===== config.mk =====
export PLATFORM = sky130hd
export DESIGN_NAME = rr_arbiter_4
export DESIGN_NICKNAME = d
export VERILOG_FILES = /design/src/rtl/rr_arb_pkg.sv /design/src/rtl/sel_decoder_2x4.sv /design/src/rtl/rr_arbiter_4.sv
export SDC_FILE = /design/constraint.sdc
export NUM_CORES = 1
export LEC_CHECK = 0
export ABC_AREA = 1
export CORE_ASPECT_RATIO = 0.8
export CORE_MARGIN = 8
export CORE_UTILIZATION = 40
export CTS_CLUSTER_SIZE = 30
export DETAILED_ROUTE_END_ITERATION = 12
export SETUP_SLACK_MARGIN = 0.1
export SYNTH_ARGS = -nofsm -noshare
export SYNTH_HDL_FRONTEND = slang
export SYNTH_SLANG_ARGS = --single-unit

===== constraint.sdc =====
create_clock -name clk -period 3.5 [get_ports clk]
set_input_delay 0.875 -clock clk [delete_from_list [all_inputs] [get_ports clk]]
set_output_delay 0.875 -clock clk [all_outputs]
set_load 0.05 [all_outputs]

===== src/rtl/rr_arb_pkg.sv =====
// Shared constants, state type and the cyclic first-one search used by the
// four-client round-robin arbiter.
package rr_arb_pkg;

    localparam int unsigned NUM_REQ = 4;
    localparam int unsigned IDX_W   = 2;
    localparam int unsigned CNT_W   = 8;

    typedef enum logic [0:0] {
        ST_IDLE,
        ST_GRANT
    } arb_state_t;

    typedef struct packed {
        logic             found;
        logic [IDX_W-1:0] idx;
    } arb_pick_t;

    // Walk start, start+1, ... mod NUM_REQ. The loop runs backwards so the
    // candidate closest to start is assigned last and therefore wins.
    function automatic arb_pick_t rr_find(input logic [NUM_REQ-1:0] req,
                                          input logic [IDX_W-1:0]   start,
                                          input logic [NUM_REQ-1:0] excl);
        arb_pick_t        res;
        logic [IDX_W-1:0] c;
        res = '0;
        for (int k = NUM_REQ - 1; k >= 0; k--) begin
            c = start + k[IDX_W-1:0];
            if (req[c] && !excl[c]) begin
                res.found = 1'b1;
                res.idx   = c;
            end
        end
        return res;
    endfunction

endpackage


===== src/rtl/sel_decoder_2x4.sv =====
// Active-low 2-to-4 select decoder; all outputs stay high when not valid.
module sel_decoder_2x4
    import rr_arb_pkg::*;
(
    input  logic [IDX_W-1:0]   idx,
    input  logic               valid,
    output logic [NUM_REQ-1:0] sel_n
);

    always_comb begin
        sel_n = '1;
        for (int i = 0; i < NUM_REQ; i++) begin
            sel_n[i] = !(valid && (idx == i[IDX_W-1:0]));
        end
    end

endmodule


===== src/rtl/rr_arbiter_4.sv =====
// Four-requester round-robin arbiter with hold-while-requested grants,
// optional max-hold preemption and an active-low decoded resource select.
module rr_arbiter_4
    import rr_arb_pkg::*;
#(
    parameter int unsigned MAX_HOLD = 8
) (
    input  logic               clk,
    input  logic               rst,
    input  logic [NUM_REQ-1:0] req,
    input  logic               en_n,
    output logic [NUM_REQ-1:0] gnt,
    output logic [IDX_W-1:0]   gnt_idx,
    output logic               gnt_valid,
    output logic [NUM_REQ-1:0] sel_n
);

    localparam logic             HOLD_EN   = (MAX_HOLD != 0);
    // With preemption disabled the counter is pinned at zero.
    localparam logic [CNT_W-1:0] HOLD_LAST = (MAX_HOLD == 0) ? '0 : CNT_W'(MAX_HOLD - 1);

    arb_state_t         r_state, w_state_d;
    logic [IDX_W-1:0]   r_ptr, w_ptr_d;
    logic [CNT_W-1:0]   r_hold_cnt, w_hold_cnt_d;
    logic [NUM_REQ-1:0] r_gnt, w_gnt_d;
    logic [IDX_W-1:0]   r_gnt_idx, w_gnt_idx_d;
    logic               r_gnt_valid;

    arb_pick_t          w_rr_pick;
    arb_pick_t          w_pre_pick;
    logic               w_take;
    logic [IDX_W-1:0]   w_take_idx;
    logic [NUM_REQ-1:0] w_own_mask;

    always_comb begin
        w_own_mask   = {{(NUM_REQ - 1){1'b0}}, 1'b1} << r_gnt_idx;
        w_rr_pick    = rr_find(req, r_ptr, '0);
        w_pre_pick   = rr_find(req, r_gnt_idx + IDX_W'(1), w_own_mask);

        w_state_d    = r_state;
        w_ptr_d      = r_ptr;
        w_hold_cnt_d = r_hold_cnt;
        w_gnt_idx_d  = r_gnt_idx;
        w_take       = 1'b0;
        w_take_idx   = r_gnt_idx;

        unique case (r_state)
            ST_IDLE: begin
                if (!en_n && w_rr_pick.found) begin
                    w_take     = 1'b1;
                    w_take_idx = w_rr_pick.idx;
                end
            end
            ST_GRANT: begin
                if (en_n) begin
                    w_state_d = ST_IDLE;
                end else if (!req[r_gnt_idx]) begin
                    if (w_rr_pick.found) begin
                        w_take     = 1'b1;
                        w_take_idx = w_rr_pick.idx;
                    end else begin
                        w_state_d = ST_IDLE;
                    end
                end else if (HOLD_EN && (r_hold_cnt == HOLD_LAST) && w_pre_pick.found) begin
                    w_take     = 1'b1;
                    w_take_idx = w_pre_pick.idx;
                end else if (r_hold_cnt != HOLD_LAST) begin
                    w_hold_cnt_d = r_hold_cnt + CNT_W'(1);
                end
            end
            default: w_state_d = ST_IDLE;
        endcase

        if (w_take) begin
            w_state_d    = ST_GRANT;
            w_gnt_idx_d  = w_take_idx;
            w_ptr_d      = w_take_idx + IDX_W'(1);
            w_hold_cnt_d = '0;
        end

        w_gnt_d = (w_state_d == ST_GRANT) ? ({{(NUM_REQ - 1){1'b0}}, 1'b1} << w_gnt_idx_d) : '0;
    end

    always_ff @(posedge clk or posedge rst) begin
        if (rst) begin
            r_state     <= ST_IDLE;
            r_ptr       <= '0;
            r_hold_cnt  <= '0;
            r_gnt       <= '0;
            r_gnt_idx   <= '0;
            r_gnt_valid <= 1'b0;
        end else begin
            r_state     <= w_state_d;
            r_ptr       <= w_ptr_d;
            r_hold_cnt  <= w_hold_cnt_d;
            r_gnt       <= w_gnt_d;
            r_gnt_idx   <= w_gnt_idx_d;
            r_gnt_valid <= (w_state_d == ST_GRANT);
        end
    end

    sel_decoder_2x4 u_sel_dec (
        .idx   (r_gnt_idx),
        .valid (r_gnt_valid),
        .sel_n (sel_n)
    );

    assign gnt       = r_gnt;
    assign gnt_idx   = r_gnt_idx;
    assign gnt_valid = r_gnt_valid;

endmodule


# Yosys cells after proc, flatten, opt, wreduce, memory -nomap -nowiden
# Index checks and enable logic that the tools add are counted.
# op_classes
bitwise	1
n_eq_ne	7
n_mux	66
shifts	2
addsub	9
order_cmp	9
n_reduce_logical	32
# ops
cell	n
$mux W8	6
$bmux W1 S2	17
$lt A2 B3 Y1 const B	9
$mux W1	26
$mux W3	8
$logic_and A1 B1 Y1	14
$logic_not A1 Y1	13
$mux W2	6
$add A2 B1 Y2 const B	4
$add A2 B2 Y2 const B	4
$add A8 B1 Y8 const B	1
$eq A8 B3 Y1 const B	1
$ne A8 B3 Y1 const B	1
$shl A1 B2 Y4 const A	2
$reduce_bool A2 Y1	3
$reduce_and A5 Y1	1
$eq A2 B2 Y1 const B	2
$mux W4	1
$pmux W2 S2	1
$eq A2 B1 Y1 const B	1
$logic_not A2 Y1	1
$ne A2 B1 Y1 const B	1
$ne A2 B2 Y1 const B	1
$pmux W1 S2	1
$not A1 Y1	1
# totals
register_bits	17
wordCells	131
in_bits	7
output_inout_bits	11

# Logic depth before layout (Yosys ltp)
# logic_depth
ltp_word	18
depth_mapped	19
depth_no_buf	18

# Modules after synthesis
# A second synthesis with hierarchy kept.
# unflattened
cells_unflattened	232
hier_area_um2	1569.0
# modules_own_cells
mod	n_inst	cells_each	area_each_um2	seq_area_each_um2
rr_arbiter_4	1	225	1539.0	425.4
sel_decoder_2x4	1	7	30.0	0.0

# Worst setup path after synthesis
# OpenSTA, ideal clock, no wires.
# synth_path
path_type	flip-flop to flip-flop
start	reg r_gnt_idx[0], in the netlist gnt_idx[0]
end	reg r_ptr[1]
slack_ns	1.089
synth_period_minus_slack_ns	2.411
setup_time_ns	0.117
stages_incl_launch_ff	20
n_path_buf	1
required_time_ns	3.383
t_arrival_ns	2.294
path_cell_list	dfrtp_1 -> inv_2 -> buf_6 -> ha_1 -> inv_1 -> nand2_1 -> nand2_1 -> inv_1 -> nand2_1 -> nand2_1 -> nand2_1 -> nand2_1 -> nand2_1 -> nand2_1 -> inv_1 -> nand2_1 -> nand2_1 -> nand2_1 -> nand3_1 -> nand2_1
# synth_via
elab_chain_len	16
elab_cells_between_ends	47
classes_between	5 x add/sub; 1 x shift; 32 x mux; 9 x reduce/logical
# synth_lines
item	line_no	source
start: declaration	rr_arbiter_4.sv:26	logic [IDX_W-1:0] r_gnt_idx, w_gnt_idx_d;
start signal: assignment	rr_arbiter_4.sv:97	r_gnt_idx <= w_gnt_idx_d;
$add A2 B1 Y2	rr_arbiter_4.sv:38	w_pre_pick = rr_find(req, r_gnt_idx + IDX_W'(1), w_own_mask);
$add A2 B2 Y2	rr_arb_pkg.sv:28	c = start + k[IDX_W-1:0];
$bmux W1 S2	rr_arb_pkg.sv:29	if (req[c] && !excl[c]) begin
$mux W1 (implied by the code)	rr_arb_pkg.sv:29	
$logic_not A1 Y1	rr_arb_pkg.sv:29	
$logic_and A1 B1 Y1	rr_arb_pkg.sv:29	
$mux W3 (4 in a row)	rr_arb_pkg.sv:29	
$logic_and A1 B1 Y1	rr_arbiter_4.sv:64	end else if (HOLD_EN && (r_hold_cnt == HOLD_LAST) && w_pre_pick.found) begin
$mux W2	rr_arbiter_4.sv:64	
$mux W2	rr_arbiter_4.sv:57	end else if (!req[r_gnt_idx]) begin
$mux W2	rr_arbiter_4.sv:55	if (en_n) begin
$pmux W2 S2	rr_arbiter_4.sv:47	unique case (r_state)
$add A2 B1 Y2	rr_arbiter_4.sv:77	w_ptr_d = w_take_idx + IDX_W'(1);
end signal: assignment	rr_arbiter_4.sv:94	r_ptr <= w_ptr_d;
end: declaration	rr_arbiter_4.sv:23	logic [IDX_W-1:0] r_ptr, w_ptr_d;
# Parallel ways exist; a longest one is shown, timed or not. The select of a mux whose other input is x is not followed.
# A chain may end at the register's enable or synchronous reset.

# Final worst setup path
# layout_path
start	reg r_gnt_idx[0], in the netlist gnt_idx[0]
end	out sel_n[0]
# layout_via
elab_chain_len	3
# layout_lines
item	line_no	source
$logic_not A2 Y1	sel_decoder_2x4.sv:13	sel_n[i] = !(valid && (idx == i[IDX_W-1:0]));
$logic_and A1 B1 Y1	sel_decoder_2x4.sv:13	
$logic_not A1 Y1	sel_decoder_2x4.sv:13	
end: declaration	rr_arbiter_4.sv:15	output logic [NUM_REQ-1:0] sel_n
# No other way between the ends.

==> impl_metrics.csv <==
group,metric,value,unit
die,die_x,85.2,um
routing,wl_met2,1510,um
clock_network,path_clk_slew,70,ps
die,die_y,71.4,um
clock_network,post_cts.repair.setup_buffers,0,
sta,fin_crit,3010,ps
yosys,netlist_instances,241,
sta,tns,0,ps
sta,rsz0062_at_grt,"no",
routing,top_layer_used,"met4",
clock_network,post_cts_resized,0,
yosys,syn_area_per_cell,6.36,um^2
die,die_area,6080,um^2
min_path,hp-class,"reg2reg",
finish,areaGrowthSynthToFinish,15.2,%
worst_setup_path,rr_worst_depth,16,
clock_network,cts_tree,"done",
sta,fmax,333,MHz
worst_setup_path,cp_max_fo,12,
global_route,grt_max_degree,18,
sta,hold-worst-slack,565,ps
worst_setup_path,crit_chain,"inv_2, ha_1, nand2_1, clkdlybuf4s50_1",
min_path,min_to,"r_hold_cnt[6]",
finish,nNetsFinal,272,
yosys,async_flop_share,100,%
worst_setup_path,crit_type,"reg2out",
yosys,yosys_warnings,0,
sta,hold_viol,0,
place,hpwlAfterDp,2790,um
routing,dr_wl_met3,104,um
sta,period_share,85.9,%
worst_setup_path,r2r_start,"gnt_idx[0]",
yosys,ys_types,24,
routing,viasPerCell,4.74,
clock_network,cts_sinks,17,
worst_setup_path,max_stage_delay,800,ps
run,max_cap_violations,0,
worst_setup_path,worst-path-buf-inv,2,
global_route,grt_pass1_vias,1335,
sta,max_slew_margin,56.0,%
global_route,grtUsageTotal,12.1,%
sta,clock-skew-final,3.03,ps
die,io_pins,18,
finish,antenna_cells,0,
power,power_density,988,nW/um^2
clock_network,cts-buffers-inserted,3,
die,initial_core_util,41.1,%
yosys,synth_ff_type,"dfrtp_1",
yosys,synth_nets,253,
power,p_leak,0.937,nW
clock_network,hold_buffers,0,
worst_setup_path,crit_path_end_kind,"output port",
global_route,grt_pass1_wl,6150,um
place,gp_congestion,0.797,
min_path,min_path_cells,2,
min_path,hp-start,"r_hold_cnt[6]",
clock_network,clk_latency,250,ps
die,rows,20,
worst_setup_path,r2r_setup_slack,1030,ps
yosys,synth_edf_count,0,
clock_network,cts_root_buffer,"clkbuf_8",
sta,slew_violations,0,
routing,drt_iter0_markers,62,
die,core_area,3730,um^2
routing,wl_met1,1800,um
routing,vias,1437,
worst_setup_path,critPathTopFamily,"buffers and inverters",
routing,detail_route.wl_per_cell,11.3,um
worst_setup_path,cpMaxStageDelayCell,"clkdlybuf4s50_1",
yosys,synth-seq-cells,17,
sta,setup_viol,0,
yosys,synth_area,1530,um^2
clock_network,clockBufferDepth,2,
finish,nFillCells,388,
worst_setup_path,worstPathRequired,2620,ps
power,ir_worst_vdd,363,uV
worst_setup_path,r2r_end,"r_ptr[1]",
clock_network,cts-htree-levels,1,
worst_setup_path,critPathLaunchType,"flip-flop",
yosys,yosysSeqAreaShare,27.8,%
run_status,outcome,"finished, final reports clean",
sta,worst_pin_slew,659,ps
routing,drc_errors,0,
routing,drt_first_pass_iters,4,
place,io_buffers,17,
routing,ant_nets,0,
finish,drive_above_1_share,12.4,%
global_route,grt-ovfl-total,0,
routing,wl,3420,um
worst_setup_path,worstPathArrival,2130,ps
global_route,antenna_found_initial,0,
-- stage by stage --
stage | std cells | total power, mW | area, um^2 | util [%] | setup slack, ps
2_1_floorplan | 241 | 1.35 | 1530 | - | 1090
3_3_place_gp | 299 | 1.61 | 1720 | 46.1 | 636
3_5_place_dp | 299 | 1.60 | 1720 | 46.1 | 604
4_1_cts | 303 | 1.76 | 1770 | 47.3 | 491
5_1_grt | 303 | 1.93 | 1770 | 47.3 | 365
6_report | 303 | 1.74 | 1770 | 47.3 | 493
-- tightest hold or removal path: stages (launching register included) --
cell	delay, ps
dfrtp_1	370
a21oi_1	50
nor2_1	100
-- sequential cells by signal (all words and copies together), names as in the netlist --
signal / count
gnt_idx: 2
gnt_valid: 1
gnt: 4
r_hold_cnt: 8
r_ptr: 2
-- synthesized netlist by cell type, types with 3 or more instances --
| master | instances | area share, % |
|---|---|---|
| nor3_1 | 5 | 1.6 |
| nor2_1 | 17 | 4.2 |
| nand2_2 | 5 | 2.0 |
| inv_1 | 31 | 7.6 |
| xor2_1 | 3 | 1.7 |
| ha_1 | 5 | 4.1 |
| buf_6 | 4 | 2.9 |
| nand3_2 | 5 | 3.3 |
| o21ai_0 | 3 | 0.98 |
| nand2_1 | 90 | 22 |
| inv_2 | 5 | 1.2 |
| nand2_4 | 5 | 3.7 |
| nand3_1 | 21 | 6.9 |
| o21ai_1 | 6 | 2.0 |
| nor2_2 | 3 | 1.2 |
| dfrtp_1 | 17 | 28 |
| a21oi_1 | 7 | 2.3 |
-- power by group --
part,internal (mW),switching (mW)
logic,0.413,0.855
registers,0.254,0.0727
clock network,0.0808,0.0681
total,0.749,0.996
-- cell families (layout without fill, tap and decap cells) --
group,Yosys count,count (layout),synth area share (%)
AO/OA/AOI/OAI,19,19,6.86
flip-flops,17,17,27.8
AND/OR/NAND/NOR,155,155,47.2
XOR/XNOR,3,3,1.71
adder cells (fa/ha/maj),5,5,4.08
buffers and inverters,42,60,12.4
-- routing by layer --
layer / vias to the layer above / global-route usage [%]
li1: 781 / -
met4: 0 / 1.77
met5: - / 0
met1: 634 / 16.2
met3: 2 / 2.74
met2: 20 / 19.8
-- cell usage in the layout, fill, tap and decap left out --
cell type	count
nor2_1	17
clkbuf_8	3
clkbuf_1	1
o21ai_2	2
nor2_4	2
nand2_2	5
nand4_1	1
dfrtp_1	17
o21bai_1	1
inv_4	1
a21oi_1	7
inv_1	31
o21ai_0	3
nor4_1	1
inv_2	5
clkinv_1	1
nand2_1	90
buf_4	1
nand3_1	21
o21ai_1	6
nor2_2	3
clkdlybuf4s50_1	17
xor2_1	3
nand2_4	5
ha_1	5
nor3_1	5
nand3_2	5
-- worst max-delay path by stage --
stage	startpoint	end	slack [ps]	cells past startpoint
floorplan	gnt_idx[0]	r_ptr[1]	1090	19
global route	gnt_idx[0]	sel_n[0]	360	4
CTS	gnt_idx[0]	sel_n[0]	490	4
finish	gnt_idx[0]	sel_n[0]	490	4
global placement	req[3]	r_hold_cnt[3]	640	15
detailed placement	req[3]	r_hold_cnt[3]	600	15
-- area by class of cell --
| cell class | instances | area, um^2 | area share (%) |
|---|---|---|---|
| repair buffers | 18 | 178 | 10.1 |
| flip-flops and latches | 17 | 425 | 24.1 |
| multi-input cells | 182 | 917 | 51.9 |
| clock buffers | 4 | 45.0 | 2.55 |
| inverters | 38 | 145 | 8.22 |
| well taps | 44 | 55.1 | 3.12 |
Note: power is estimated with default switching activity, not from simulation.
